`src/rtl/bless_inject_ctrl_if.sv`:
```
// ---------------------------------------------------------------------------
// bless_inject_ctrl_if
// Bundles the requester-side handshake and the router injection bus of the
// BLESS local-port-4 injection scheduler.
//
//   req_valid   [NREQ]       requester i holds a flit
//   req_c       [NREQ*22]    control word per requester, slice i = [i*22 +: 22]
//   req_d       [NREQ*128]   data word per requester, slice i = [i*128 +: 128]
//   req_ready   [NREQ]       grant back to the requesters (one-hot or zero)
//   port4_ready              router has a free injection slot this cycle
//   inj_c       [22]         to brouter port4_ci
//   inj_d       [128]        to brouter port4_di
//
// Modports: master = requesters + router side, slave = the scheduler.
// ---------------------------------------------------------------------------
interface bless_inject_ctrl_if #(
    parameter int NREQ = 2
) ();
    logic [NREQ-1:0]     req_valid;
    logic [NREQ*22-1:0]  req_c;
    logic [NREQ*128-1:0] req_d;
    logic [NREQ-1:0]     req_ready;
    logic                port4_ready;
    logic [21:0]         inj_c;
    logic [127:0]        inj_d;

    modport master (
        output req_valid, req_c, req_d, port4_ready,
        input  req_ready, inj_c, inj_d
    );

    modport slave (
        input  req_valid, req_c, req_d, port4_ready,
        output req_ready, inj_c, inj_d
    );
endinterface

```
`src/rtl/bless_inject_ctrl.sv`:
```
// ---------------------------------------------------------------------------
// bless_inject_ctrl
// Node-side injection scheduler for local port 4 of a bufferless (BLESS)
// router. NREQ local requesters share one injection slot through a
// round-robin arbiter; granted flits go into a shared DEPTH-entry FIFO whose
// head is driven to the router only in cycles where port4_ready is high.
//
// Ports:
//   clk      in   clock, all state on the rising edge
//   rst      in   asynchronous, active-low reset (0 = reset)
//   bus      slave modport of bless_inject_ctrl_if (requesters + inj bus)
//   count    out  FIFO occupancy, $clog2(DEPTH+1) bits
//   full     out  count == DEPTH
//   empty    out  count == 0
//   starve   out  head blocked for >= STARVE_LIMIT cycles
//
// Optional feature macro: BLESS_INJ_STARVE_EN enables the starvation counter.
// Without it, starve is tied to 0.
// ---------------------------------------------------------------------------
module bless_inject_ctrl #(
    parameter int NREQ         = 2,   // 2..8
    parameter int DEPTH        = 4,   // power of 2, >= 2
    parameter int STARVE_LIMIT = 16   // 1..255 (8-bit counter)
) (
    input  logic                       clk,
    input  logic                       rst,
    bless_inject_ctrl_if.slave         bus,
    output logic [$clog2(DEPTH+1)-1:0] count,
    output logic                       full,
    output logic                       empty,
    output logic                       starve
);
    localparam int AW = $clog2(DEPTH);
    localparam int PW = $clog2(NREQ);
    localparam int CW = $clog2(DEPTH+1);

    // Bit 21 (flit valid) is always 1 for a stored flit, so only 20:0 is kept.
    logic [20:0]   mem_c [DEPTH];
    logic [127:0]  mem_d [DEPTH];
    logic [AW-1:0] wr_ptr;
    logic [AW-1:0] rd_ptr;
    logic [PW-1:0] rr_ptr;

    logic [PW:0]   scan_sum;
    logic [PW-1:0] scan_idx;
    logic [PW-1:0] grant_idx;
    logic          grant_found;
    logic          push;
    logic          pop;
    logic [20:0]   push_c;
    logic [127:0]  push_d;

    assign full  = (count == CW'(DEPTH));
    assign empty = (count == '0);

    // Round-robin scan starting at rr_ptr, wrapping modulo NREQ.
    // NOTE: every always_comb output gets a default first so no path leaves it
    // unassigned; otherwise synthesis infers a latch.
    always_comb begin
        grant_found = 1'b0;
        grant_idx   = '0;
        scan_sum    = '0;
        scan_idx    = '0;
        for (int k = 0; k < NREQ; k++) begin
            scan_sum = {1'b0, rr_ptr} + (PW+1)'(k);
            if (scan_sum >= (PW+1)'(NREQ))
                scan_sum = scan_sum - (PW+1)'(NREQ);
            scan_idx = scan_sum[PW-1:0];
            if (!grant_found && bus.req_valid[scan_idx]) begin
                grant_found = 1'b1;
                grant_idx   = scan_idx;
            end
        end
    end

    // No grant while full, even if the head pops this cycle; rst gating keeps
    // req_ready low while reset is asserted.
    assign push = grant_found && !full && rst;
    assign pop  = !empty && bus.port4_ready;

    always_comb begin
        bus.req_ready = '0;
        if (push)
            bus.req_ready[grant_idx] = 1'b1;
    end

    always_comb begin
        push_c = '0;
        push_d = '0;
        for (int i = 0; i < NREQ; i++) begin
            if (grant_idx == PW'(i)) begin
                push_c = bus.req_c[i*22 +: 21];
                push_d = bus.req_d[i*128 +: 128];
            end
        end
    end

    // Injection is driven only from the registered head, never bypassed.
    assign bus.inj_c = pop ? {1'b1, mem_c[rd_ptr]} : '0;
    assign bus.inj_d = pop ? mem_d[rd_ptr]         : '0;

    // NOTE: the storage array has no reset; stale entries are unreachable
    // because the pointers and count are reset, and skipping it keeps the
    // array mappable to plain RAM.
    always_ff @(posedge clk) begin
        if (push) begin
            mem_c[wr_ptr] <= push_c;
            mem_d[wr_ptr] <= push_d;
        end
    end

    // NOTE: sequential state uses non-blocking assignments so every flop
    // samples pre-edge values regardless of statement order.
    always_ff @(posedge clk or negedge rst) begin
        if (!rst) begin
            wr_ptr <= '0;
            rd_ptr <= '0;
            rr_ptr <= '0;
            count  <= '0;
        end else begin
            if (push) begin
                wr_ptr <= wr_ptr + AW'(1);
                if (grant_idx == PW'(NREQ-1))
                    rr_ptr <= '0;
                else
                    rr_ptr <= grant_idx + PW'(1);
            end
            if (pop)
                rd_ptr <= rd_ptr + AW'(1);
            case ({push, pop})
                2'b10:   count <= count + CW'(1);
                2'b01:   count <= count - CW'(1);
                default: count <= count;
            endcase
        end
    end

`ifdef BLESS_INJ_STARVE_EN
    logic [7:0] starve_cnt;
    logic [7:0] starve_cnt_nxt;

    // Saturating count of blocked cycles; cleared whenever the head leaves
    // or there is no head at all.
    always_comb begin
        starve_cnt_nxt = starve_cnt;
        if (empty || pop)
            starve_cnt_nxt = '0;
        else if (!bus.port4_ready && starve_cnt != 8'hFF)
            starve_cnt_nxt = starve_cnt + 8'd1;
    end

    // starve is registered from the next count, so it rises at the edge that
    // reaches the limit and falls at the edge of the pop.
    always_ff @(posedge clk or negedge rst) begin
        if (!rst) begin
            starve_cnt <= '0;
            starve     <= 1'b0;
        end else begin
            starve_cnt <= starve_cnt_nxt;
            starve     <= (int'(starve_cnt_nxt) >= STARVE_LIMIT);
        end
    end
`else
    // Counter disabled: starve is constant 0 for any legal STARVE_LIMIT.
    if (STARVE_LIMIT >= 1) begin : g_starve_off
        assign starve = 1'b0;
    end
`endif

endmodule

```
`src/flat_wrapper.sv`:
```
// flat-port wrapper written by rule: the top's interface ports become plain ports
module bless_inject_ctrl_flat 
#(
    parameter int NREQ         = 2,          
    parameter int DEPTH        = 4,                      
    parameter int STARVE_LIMIT = 16                            
)
  (clk, rst, count, full, empty, starve, bus_req_valid, bus_req_c, bus_req_d, bus_port4_ready, bus_req_ready, bus_inj_c, bus_inj_d);
  bless_inject_ctrl_if #(.NREQ(NREQ)) bus_i ();
  input  logic clk;
  input  logic rst;
  output logic [$clog2(DEPTH+1)-1:0] count;
  output logic full;
  output logic empty;
  output logic starve;
  input wire logic [$bits(bus_i.req_valid)-1:0] bus_req_valid;
  input wire logic [$bits(bus_i.req_c)-1:0] bus_req_c;
  input wire logic [$bits(bus_i.req_d)-1:0] bus_req_d;
  input wire logic [$bits(bus_i.port4_ready)-1:0] bus_port4_ready;
  output wire logic [$bits(bus_i.req_ready)-1:0] bus_req_ready;
  output wire logic [$bits(bus_i.inj_c)-1:0] bus_inj_c;
  output wire logic [$bits(bus_i.inj_d)-1:0] bus_inj_d;
  assign bus_i.req_valid = bus_req_valid;
  assign bus_i.req_c = bus_req_c;
  assign bus_i.req_d = bus_req_d;
  assign bus_i.port4_ready = bus_port4_ready;
  assign bus_req_ready = bus_i.req_ready;
  assign bus_inj_c = bus_i.inj_c;
  assign bus_inj_d = bus_i.inj_d;
  bless_inject_ctrl #(.NREQ(NREQ), .DEPTH(DEPTH), .STARVE_LIMIT(STARVE_LIMIT)) u_core (.clk(clk), .rst(rst), .bus(bus_i), .count(count), .full(full), .empty(empty), .starve(starve));
endmodule
```
`config.mk`:
```
export PLATFORM = sky130hd
export DESIGN_NAME = bless_inject_ctrl_flat
export DESIGN_NICKNAME = d
export VERILOG_FILES = /design/src/rtl/bless_inject_ctrl_if.sv /design/src/rtl/bless_inject_ctrl.sv /design/src/flat_wrapper.sv
export SDC_FILE = /design/constraint.sdc
export NUM_CORES = 1
export LEC_CHECK = 0
export CAP_MARGIN = 20
export CORE_MARGIN = 2
export CORE_UTILIZATION = 52
export CTS_CLUSTER_DIAMETER = 120
export DETAILED_ROUTE_END_ITERATION = 10
export HOLD_SLACK_MARGIN = 0.02
export PLACE_DENSITY = 0.8
export SYNTH_ARGS = -nofsm -noshare
export SYNTH_HDL_FRONTEND = slang
export SYNTH_SLANG_ARGS = --single-unit
```
`constraint.sdc`:
```
create_clock -name clk -period 6.6 [get_ports clk]
set_clock_uncertainty 0.05 [all_clocks]
set_input_delay 0.66 -clock clk [delete_from_list [all_inputs] [get_ports clk]]
set_output_delay 0.66 -clock clk [all_outputs]
set_load 0.01 [all_outputs]
```
==> flow_results.org, run 1 <==
** Hold path
- Worst min-delay path category :: in -> async

** Synthesis
- After synthesis the netlist holds a flip-flop and latch count of ~600.
- When the netlist entered floorplanning its net count stood at between 1000 and 1500.
- Share of Yosys cell area claimed by the top area cell type :: between 70 and 80%
- Counting distinct cell types in the post-synthesis netlist gives 22.
- For this run, the number of Yosys warnings is 0.
- Sequential cells were found to cover 73.13% of the synthesized design area.
- Mapped cell area :: approximately 25000 sq um
- Of all cell types, the one taking the most synthesized area is sky130_fd_sc_hd__edfxtp_1.
- In this run the mean area of a mapped cell was 21.39 sq um.
- Yosys attributes the largest share of cell area to sky130_fd_sc_hd__edfxtp_1, sky130_fd_sc_hd__mux4_2, sky130_fd_sc_hd__mux2_2, sky130_fd_sc_hd__and2_1, sky130_fd_sc_hd__dfrtp_1.
- Synthesized instance count :: roughly 1200

** Global routing
- Global-route wire length before repair :: about 80000 um
- The via count of the first global-routing pass was between 10000 and 15000.
- Pin count of the biggest net entering global routing :: between 150 and 200
- GRT Util Overall :: around a fifth
- Number of antenna violations at the first check in global routing :: 1
- Overflow after GRT :: 0

** Route
- After detailed routing, the number of remaining DRC violations is 0.
- Number of optimization iterations in the first detailed-route pass :: 5
- Metal3 WL :: slightly above 4000 um
- Once detail routing completed, the nets flagged for antenna violations numbered 0.
- Dividing the detail-routed via count by the number of cells gives 5.601.
- After detailed routing, the wire length on met1 is 20190 um.
- After detailed routing, the average wire length per cell comes to ~23 um.
- The final layout contains routed wiring with a total length of just over 50000 um.
- Summed over all nets, wire length on met2 after detailed routing comes to approximately 26000 um.
- Violation count after the first detailed-route iteration :: around 920
- The detailed router placed about 13000 vias in this run.
- After detailed routing, no signal wire sits above met5.

** Die
- The total area inside the core boundary comes to between 40000 and 50000 sq um.
- Vertical die dimension :: approximately 220 um
- Measured along the x axis, the die boundary spans about 220 um.
- Total number of placement rows :: 79
- The floorplan step defined a die boundary enclosing ~50000 sq um.
- The initial utilization of the core area, before any placement, comes to approximately 53%.
- For this design the top-level I/O count stands at about 460.

** Run
- Across the run, the number of max-cap violations was 0.

** Pwr
- P per Cell Area :: 385.4 nW/um^2
- Summed over all cells, the static leakage comes to ~0.010 uW.
- Across the VDD grid, the largest voltage drop is around 220 uV.

** Setup path
- Critical path peak fanout :: 33
- Endpoint of the lowest-slack register-to-register path :: u_core.mem_c[0][1]$_DFFE_PP_
- Number of buffers and inverters on the critical path :: 2
- The cell family contributing the most delay on the critical path is buffers and inverters.
- The startpoint identified for the worst register-to-register timing path is u_core.count[2]$_DFFE_PN0P_.
- Counting buffers and inverters, the worst setup path is 4 cells deep.
- Critical path's slowest cell :: sky130_fd_sc_hd__dfrtp_4
- Kind of launch point of the worst setup path :: register
- Worst R2R Setup Slack :: ~3600 ps
- Category of the critical setup timing path :: reg -> out
- Sort of element at the end of the critical path :: output port
- End of the critical path :: bus_inj_d[84]
- The critical path starts at u_core.rd_ptr[0]$_DFFE_PN0P_.
- Cell depth of the worst flop-to-flop path :: 4
- The signal on the critical path passes through buf_4 -> mux4_2 -> and2_1 -> clkdlybuf4s50_1.
- The largest single stage delay on the critical path is about 860 ps.
- STA puts the critical path data arrival time at 3460 ps.
- STA puts the critical path data required time at between 5000 and 6000 ps.

** Timing
- The number of hold violations in the final report was 0.
- Of the available clock period, the critical path in the final layout requires a little over three fifths.
- The number of pins with negative max-slew slack in the final report was 0.
- Subtracting the final worst setup slack from the clock period gives between 4000 and 5000 ps.
- At the pin with the least slew margin, the transition time is ~990 ps.
- Measured against its own limit, the worst slew margin works out to around 34%.
- Setup repair after global routing left no endpoint under its margin.
- Total negative slack :: 0 ps
- FMAX :: 0.2397 GHz
- Crit path setup slack, layout :: around 2400 ps
- Setup violations remaining at the end of the flow were counted as 0.

** Clock network
- In this run the deepest clock path goes through 3 buffers.
- TritonCTS clock tree :: done
- Number of hold buffers added after CTS :: 0
- In this run the number of H-tree levels came out at 2.
- TritonCTS Buffers :: 57
- CTS saw slightly above 600 sinks.
- Quantity of gates resized following cts :: 0
- Post-CTS Setup Bufs :: 0
- CTS placed an instance of sky130_fd_sc_hd__clkbuf_16 at the clock tree root.
- Clock transition at the registers of the reported paths :: around 60 ps
- Clk_lat worst skew :: 590 ps

** Final layout
- Area of the multi-input gates :: slightly above 6000 sq um
- Share of the core filled with cells in the final layout :: between 60% and 70%
- Non-Filler Cell Area, Final :: roughly 32000 sq um
- 0 antenna diodes ended up in the layout.
- Counting the fill cells in the layout gives 3000.
- Signed area change from the synthesized netlist to the final layout :: 28.00%
- In the final design database the tool counted ~1900 nets.
- In the final layout, flip-flops and latches occupy about 18000 sq um.
- Fraction of layout cells with a size suffix above 1 :: 23.73%

** Place
- Routability-driven placement finished with a final weighted congestion of slightly above 0.7.
- Number of I/O port buffers :: around 460
- After detailed placement, the total cell area comes to roughly 30000 sq um.
- Post-DP HPWL :: ~32000 um
- OpenSTA, run right after detailed placement, puts the worst setup slack at 2585 ps.

** Run status
- Status :: complete, no violations
## stage by stage
stage | std cells | hold WS, ps | power [uW]
global placement | 2171 | 479.9 | 9214
global route | 2276 | 345.9 | 12740
detailed placement | 2171 | 499.5 | 9305
finish | 2276 | 325.7 | 12210
floorplan | 1157 | 314.4 | 7760
CTS | 2276 | 307.6 | 12360
## cells in the final DEF (no fill, tap or decap), drive strengths merged
cell type,n
clkbuf,83
xor2,3
nor3,1
fa,1
buf,16
nor3b,1
bufinv,1
mux4,149
conb,1
nor2,3
dfrtp,8
inv,10
ha,5
mux2,151
edfxtp,596
o21ai,3
clkinv,18
and2,154
clkdlybuf4s50,459
o31a,1
xnor2,3
nand2,2
## power by group
group / internal [uW] / switching [uW]
Combinational: 2120 / 1810
Sequential: 5000 / 235
Clock: 1730 / 1310
## logic make-up (layout without fill, tap and decap cells)
group	Yosys count	after routing	synth area share, %
simple gates	161	161	4.020
fa+ha+maj	6	6	0.3337
mux	300	300	20.43
flops	604	604	73.13
buf+inv	75	587	1.744
other cells	1	1	0.01515
compound gates	4	4	0.1112
xor+xnor	6	6	0.2124
## how the worst min path moves through the flow
stage | from | endpoint | slack (ps) | cells after the start
global route | rst | u_core.count[1]$_DFFE_PN0P_ | 350 | 1
floorplan | rst | u_core.count[0]$_DFFE_PN0P_ | 310 | 0
CTS | rst | u_core.count[2]$_DFFE_PN0P_ | 310 | 1
global placement | u_core.count[2]$_DFFE_PN0P_ | u_core.count[2]$_DFFE_PN0P_ | 480 | 1
detailed placement | u_core.count[2]$_DFFE_PN0P_ | u_core.count[2]$_DFFE_PN0P_ | 500 | 1
finish | rst | u_core.count[2]$_DFFE_PN0P_ | 330 | 1
## synth_stat cells
| cell type | instances |
|---|---|
| sky130_fd_sc_hd__nor3_1 | 1 |
| sky130_fd_sc_hd__mux4_2 | 149 |
| sky130_fd_sc_hd__nor2_1 | 3 |
| sky130_fd_sc_hd__ha_1 | 5 |
| sky130_fd_sc_hd__mux2_2 | 151 |
| sky130_fd_sc_hd__fa_1 | 1 |
| sky130_fd_sc_hd__buf_6 | 11 |
| sky130_fd_sc_hd__buf_2 | 27 |
| sky130_fd_sc_hd__buf_4 | 9 |
| sky130_fd_sc_hd__and2_1 | 154 |
| sky130_fd_sc_hd__clkbuf_1 | 21 |
| sky130_fd_sc_hd__o21ai_0 | 2 |
| sky130_fd_sc_hd__nand2_1 | 2 |
| sky130_fd_sc_hd__xor2_1 | 3 |
| sky130_fd_sc_hd__edfxtp_1 | 596 |
| sky130_fd_sc_hd__dfrtp_1 | 8 |
| sky130_fd_sc_hd__conb_1 | 1 |
| sky130_fd_sc_hd__nor3b_1 | 1 |
| sky130_fd_sc_hd__o31a_1 | 1 |
| sky130_fd_sc_hd__xnor2_1 | 3 |
| sky130_fd_sc_hd__o21ai_2 | 1 |
| sky130_fd_sc_hd__inv_1 | 7 |
## cell type report
| class | count | area share [%] |
|---|---|---|
| clock buffer | 83 | 5.104 |
| tap | 607 | 2.398 |
| sequential | 604 | 57.16 |
| multi-input combinational | 478 | 19.69 |
| clock inverter | 22 | 0.4069 |
| timing repair buffer | 475 | 15.16 |
| inverter | 7 | 0.08295 |
## flip-flops by register name, summed over array words and instances (netlist names)
signal,cells
u_core.wr_ptr,2
u_core.count,3
u_core.mem_c,84
u_core.rd_ptr,2
u_core.rr_ptr,1
u_core.mem_d,512
## routing by layer
layer  track usage (%)  up-vias
li1                  -     5612
met1             26.55     6555
met2             36.27      493
met3             5.420       87
met4             6.386        2
met5                 0        -
No activity file was read; power rests on OpenSTA's default activity.
==> run 2: changes to the inputs <==
Settings changed: CORE_UTILIZATION 52 to 47, PLACE_DENSITY 0.8 to 0.76.
Clock period 6.6 ns to 3.51 ns, I/O delays scaled along.
==> flow_results.org, run 2 (synthesis gave the netlist of run 1 again) <==
** Route
- The first-iteration detailed-routing DRC count is 808 (-12%).
- The per-cell routed wire length was 22.42 um (-1.7%).
- The number of remaining DRC errors is 0 (unchanged).
- The wire length after detailed routing was 54070 um (+4.1%).
- The detail-routed via count per cell came to 5.350 (-4.5%).
- Total via count after detailed routing :: 12900 (+1.2%)
- The first-pass iteration count of the detailed router was 4 (-1).
- Antenna-violating nets left :: 0 (unchanged)

** Die
- The die height came to 233.5 um (+5.1%).
- Total number of placement rows :: 84 (+6.3%)
- Initial Utilization :: 47.28% (-5.6 points)
- X dimension of the die :: 233.5 um (+5.1%)
- The placeable core region came to 52340 sq um (+12%).
- Die footprint :: 54500 sq um (+10%)
- Number of I/O pins :: 463 (unchanged)

** Timing
- Static timing analysis puts the maximum clock frequency at 0.3037 GHz.
- Final number of max-transition violations :: 0 (unchanged)
- Minimum hold slack :: 432.7 ps (+107.1 ps)
- The worst path in the final design needs a cycle of 3293 ps, including I/O delays and setup.
- The summed negative setup slack over all endpoints is 0 ps (unchanged).
- Final critical-path share of the clock period :: 93.83%
- The number of setup violations in the final report came to 0 (unchanged).
- Slew at the pin closest to its max-slew limit :: 546.6 ps (-444.5 ps)
- The remaining max-slew budget at the tightest pin was 63.56% (+30 points).
- Hold Violations, Final :: 0 (unchanged)
- Setup repair after global routing left no endpoint under its margin.

** Setup path
- Worst r2r src :: u_core.count[0]$_DFFE_PN0P_
- Category of the critical setup timing path :: reg -> out
- Endpoint of the lowest-slack register-to-register path :: u_core.count[2]$_DFFE_PN0P_
- The worst-case reg-to-reg path depth came to 8 (+4).
- Start point of the critical path :: u_core.rd_ptr[0]$_DFFE_PN0P_
- The maximum fanout along the worst path was 17 (-48%).
- Kind of launch point of the worst setup path :: register
- Data required time at the worst endpoint :: 3110 ps (-2780 ps)
- The reg-to-reg setup timing slack came to 1050 ps (-2570 ps).
- Worst Path Arrival :: 2890 ps (-570 ps)
- The critical path ends at bus_inj_d[88].
- Sort of element at the end of the critical path :: output port

** Clock network
- Post-CTS Setup Bufs :: 0 (unchanged)
- Number of hold buffers added after CTS :: 1 (+1)
- Count of H-tree levels built during CTS :: 2 (unchanged)
- Clk_lat worst skew :: 590 ps (about the same)
- TritonCTS built the clock tree.
- TritonCTS Buffers :: 59 (+3.5%)
- Number of sinks handled by clock tree synthesis :: 604 (unchanged)
- Clock Tree Buf Depth :: 3 (unchanged)
- Clock transition at the registers of the reported paths :: 60 ps (about the same)
- Quantity of gates resized following cts :: 0 (unchanged)
- Clock tree root driver cell :: sky130_fd_sc_hd__clkbuf_16

** Final layout
- The final-stage net count was 1985 (+2.6%).
- Top library cells by usage in the layout, fill and taps aside :: sky130_fd_sc_hd__edfxtp_1, sky130_fd_sc_hd__clkdlybuf4s50_1, sky130_fd_sc_hd__mux2_2
- # fillers :: 3524 (+17%)
- The largest registers in the layout are u_core.mem_d (512), u_core.mem_c (84), u_core.count (3).
- The library cell used most frequently in the layout, excluding fill and tap cells, is sky130_fd_sc_hd__edfxtp_1.
- Antenna diode count :: 0 (unchanged)
- Area of the multi-input gates :: 6236 sq um (unchanged)
- The sequential cell area was 18100 sq um (unchanged).
- Number of flip-flops under the largest register name :: 512 (unchanged)
- More flip-flops sit in one register than any other, and that register is u_core.mem_d.
- Signed area change from the synthesized netlist to the final layout :: 32.45%
- The share of layout cells above drive strength 1 came to 26.91% (+3.2 points).

** Hold path
- Depth of the worst hold-timing path :: 2
- Worst min-delay path category :: in -> reg

** Run
- Count of max-cap constraint violations :: 0 (unchanged)

** Global routing
- GRT Util Overall :: 19.70% (-1.4 points)
- The maximum number of pins on one net before global-route repair was 89 (-41%).
- The initial antenna violation count was 0 (-1).
- Vias in the first global route :: 13930 (+1.4%)
- Global-route wire length before repair :: 79730 um (+0.83%)
- Overflow after GRT :: 0 (unchanged)

** Pwr
- P per Cell Area :: 745.1 nW/um^2 (+93%)
- Worst supply voltage drop on vdd :: 409.4 uV (+85%)
- Total power :: 24420 uW (+100%)
- The leakage dissipation came to 0.01082 uW (+4.8%).

** Run status
- Status :: complete, no violations

** Place
- The number of buffers added on ports was 459 (unchanged).
- Final estimated routing congestion in global placement :: 0.7475 (+2.8%)
- Post-DP HPWL :: 35680 um (+13%)
==> run 2: where the power goes <==
part / total, uW / switching, uW / internal [uW]
Clock: 6590 / 2610 / 3980
Sequential: 9770 / 380 / 9390
Combinational: 8060 / 3630 / 4430
==> run 2: worst min path at each step <==
stage / from / endpoint / slack (ps)
after global routing: bus_req_d[56] / u_core.mem_d[3][56]$_DFFE_PP_ / 420
after detailed placement: u_core.count[2]$_DFFE_PN0P_ / u_core.count[2]$_DFFE_PN0P_ / 490
after CTS: bus_req_d[248] / u_core.mem_d[2][120]$_DFFE_PP_ / 400
final: bus_req_d[93] / u_core.mem_d[0][93]$_DFFE_PP_ / 430
after global placement: u_core.count[2]$_DFFE_PN0P_ / u_core.count[2]$_DFFE_PN0P_ / 480
after floorplan: rst / u_core.count[0]$_DFFE_PN0P_ / 5
==> run 2: cell type report <==
type / instances / share of cell area (%)
repair buffers: 524 / 16.77
well taps: 688 / 2.626
flip-flops and latches: 604 / 55.24
multi-input cells: 478 / 19.03
clock inverters: 40 / 1.485
inverters: 7 / 0.08016
clock buffers: 71 / 4.772
==> run 2: worst max-delay path: stages (launching register included) <==
cell                              delay [ps]
sky130_fd_sc_hd__dfrtp_4                 600
sky130_fd_sc_hd__buf_12                  250
sky130_fd_sc_hd__buf_12                  190
sky130_fd_sc_hd__mux4_2                  560
sky130_fd_sc_hd__and2_1                  200
sky130_fd_sc_hd__clkdlybuf4s50_1         490
==> run 2: stage by stage <==
stage / cells / utilization [%] / setup slack, ps / cell area [sq um]
global placement: 2300 / 58.68 / 773.8 / 30720
finish: 2412 / 62.62 / 216.7 / 32780
global route: 2412 / 62.62 / 83.26 / 32780
floorplan: 1157 / - / 108.0 / 24750
detailed placement: 2300 / 58.68 / 741.8 / 30720
CTS: 2412 / 62.62 / 134.9 / 32780
==> run 2: routing by layer <==
layer  part of all wire (%)  global-route usage, %  wire (um)
met1                     38                  23.63      20350
met4                    2.3                  6.309       1237
met3                    8.2                  5.005       4414
met5                      0                      0          0
met2                     52                  34.88      28070
==> run 3: changes to the inputs <==
Settings changed: CORE_ASPECT_RATIO set to 1.5.
==> flow_results.org, run 3 (synthesis gave the netlist of run 1 again) <==
** Timing
- The number of setup violations in the final report was 0 (unchanged).
- The final period utilization came to 91.66% (-2.2 points).
- The number of hold violations in the final report was 0 (unchanged).
- RSZ-0062 raised after global routing :: false
- FMAX :: 0.3108 GHz (+2.4%)
- The number of pins with negative max-slew slack in the final report came to 0 (unchanged).
- The worst slack on hold paths was 93.97 ps (-338.8 ps).
- Total negative slack :: 0 ps (unchanged)
- Slew at the pin closest to its max-slew limit :: 685.5 ps (+138.9 ps)
- The remaining max-slew budget at the tightest pin was 54.12% (-9.4 points).
- Fin crit period :: 3217 ps (-76.02 ps)

** Clock network
- Number of hold buffers added after CTS :: 0 (-1)
- The source-to-sink clock delay at the later pin of the worst-skew pair is 560 ps (-30 ps).
- Clock tree root driver cell :: sky130_fd_sc_hd__clkbuf_16
- The number of CTS-inserted buffers was 53 (-10%).
- The clock transition at the registers of the reported paths was 60 ps (about the same).
- Count of H-tree levels built during CTS :: 2 (unchanged)
- The number of sinks on the clock net is 604 (unchanged).
- TritonCTS built the clock tree.
- Clock Tree Buf Depth :: 3 (unchanged)
- Quantity of gates resized following cts :: 0 (unchanged)
- Post-CTS Setup Bufs :: 0 (unchanged)

** Die
- Core Region :: 52320 sq um (about the same)
- The die height was 285.0 um (+22%).
- The floorplan die width came to 191.4 um (-18%).
- Total number of placement rows :: 103 (+23%)
- Number of I/O pins :: 463 (unchanged)
- Initial Utilization :: 47.30% (about the same)
- The full die area came to 54540 sq um (about the same).

** Pwr
- P per Cell Area :: 725.9 nW/um^2 (-2.6%)
- The leakage dissipation is 0.01055 uW (-2.5%).
- Total power :: 23380 uW (-4.3%)
- The maximum vdd drop came to 702.0 uV (+71%).

** Setup path
- The reg-to-reg setup timing slack was 1230 ps (+180 ps).
- Worst Path Arrival :: 2820 ps (-70 ps)
- The maximum fanout along the worst path was 65 (+48).
- The worst-case reg-to-reg path depth is 9 (+1).
- Sort of element at the end of the critical path :: output port
- In this run the worst setup path begins at u_core.rd_ptr[0]$_DFFE_PN0P_.
- Data required time at the worst endpoint :: 3110 ps (about the same)
- In this run the critical register-to-register path is launched from u_core.count[0]$_DFFE_PN0P_.
- The worst register-to-register path ends at u_core.count[2]$_DFFE_PN0P_.
- The critical path in this run is classified as reg -> out.
- The worst setup path is launched from a register.

** Place
- The routability congestion estimate came to 0.7306 (-2.3%).
- The detailed-placement wirelength estimate is 33670 um (-5.6%).
- Number of I/O port buffers :: 459 (unchanged)
- The placed cell area is 30430 sq um (-0.93%).

** Global routing
- The aggregate global-route resource usage is 19.44% (-0.27 points).
- Number of antenna violations at the first check in global routing :: 0 (unchanged)
- The wire length of the first global-routing pass is 79580 um (-0.18%).
- The met3 demand-to-capacity share in global routing was 3.926% (-1.1 points).
- Most crowded layer after global routing :: met2
- Global-route track usage on met2 :: 35.25% (+0.38 points)
- Vias in the first global route :: 13880 (-0.39%)
- Met1 GRT Util :: 22.77% (-0.86 points)
- The total overflow reported by the global router came to 0 (unchanged).
- The maximum number of pins on one net before global-route repair came to 90 (+1.1%).

** Route
- Total via count after detailed routing :: 12750 (-1.2%)
- The first-pass iteration count of the detailed router is 6 (+2).
- The detail-routed via count per cell was 5.381 (+0.59%).
- Final routed wire length divided by cell count :: 22.30 um (-0.52%)
- The remaining antenna violation count after routing is 0 (unchanged).
- The number of remaining DRC errors is 0 (unchanged).
- Total Wirelength :: 52850 um (-2.3%)
- Violation count after the first detailed-route iteration :: 706 (-13%)

** Final layout
- Register with the highest flop count :: u_core.mem_d
- The share of the core filled with cells in the final layout came to 61.56% (-1.1 points).
- Net count reported at finish :: 1956 (-1.5%)
- Leaving out fill and tap cells, the most frequent cells in the layout are sky130_fd_sc_hd__edfxtp_1, sky130_fd_sc_hd__clkdlybuf4s50_1, sky130_fd_sc_hd__mux2_2.
- The number of flip-flops under the largest register name came to 512 (unchanged).
- The number of filler cells placed in the layout is 3767 (+6.9%).
- Largest registers :: u_core.mem_d (512), u_core.mem_c (84), u_core.count (3)
- Antenna diode count :: 0 (unchanged)
- Non-Filler Cell Area, Final :: 32210 sq um (-1.7%)
- The share of layout cells above drive strength 1 came to 25.83% (-1.1 points).
- Leaving out fill and tap cells, the most frequent cell in the layout is sky130_fd_sc_hd__edfxtp_1.
- Signed area change from the synthesized netlist to the final layout :: 30.16%

** Hold path
- The min-delay analysis places its worst path in the category in -> async.

** Run
- The number of maximum-capacitance violations was 0 (unchanged).

** Run status
- Status :: complete, no violations
## run 3: worst max-delay path: stages (launching register included)
cell	delay, ps
sky130_fd_sc_hd__dfrtp_4	450
sky130_fd_sc_hd__buf_12	380
sky130_fd_sc_hd__mux4_2	580
sky130_fd_sc_hd__and2_1	180
sky130_fd_sc_hd__clkdlybuf4s50_1	520
## run 3: layout make-up
type	count	area (sq um)	area share, %
multi-input combinational	478	6236	19.36
clock buffer	57	1384	4.296
timing repair buffer	501	5210	16.17
inverter	7	26.28	0.08157
clock inverter	41	396.6	1.231
tap	682	853.3	2.649
sequential	604	18100	56.21
## run 3: layer usage
layer	wire length, um	up-vias	part of all wire (%)
met5	0	-	0
met4	1733	0	3.3
met3	3351	88	6.3
met2	28170	431	53
met1	19590	6581	37
li1	-	5653	-
## run 3: how the worst max path moves through the flow
| stage | depth (start not counted) | to |
|---|---|---|
| after floorplan | 3 | u_core.mem_c[0][0]$_DFFE_PP_ |
| after global placement | 5 | u_core.mem_d[2][111]$_DFFE_PP_ |
| after detailed placement | 5 | u_core.mem_d[2][113]$_DFFE_PP_ |
| after CTS | 4 | bus_inj_d[80] |
| after global routing | 4 | bus_inj_d[87] |
| final | 4 | bus_inj_d[80] |
## run 3: stage by stage
step | setup WS [ps] | std cells
global route | 111.5 | 2370
global placement | 826.7 | 2272
detailed placement | 825.9 | 2272
CTS | 227.8 | 2370
floorplan | 108.0 | 1157
finish | 292.8 | 2370
## run 3: power by group
part	internal [uW]	switching [uW]
combinational	4210	3550
clock	3370	2510
sequential	9390	349
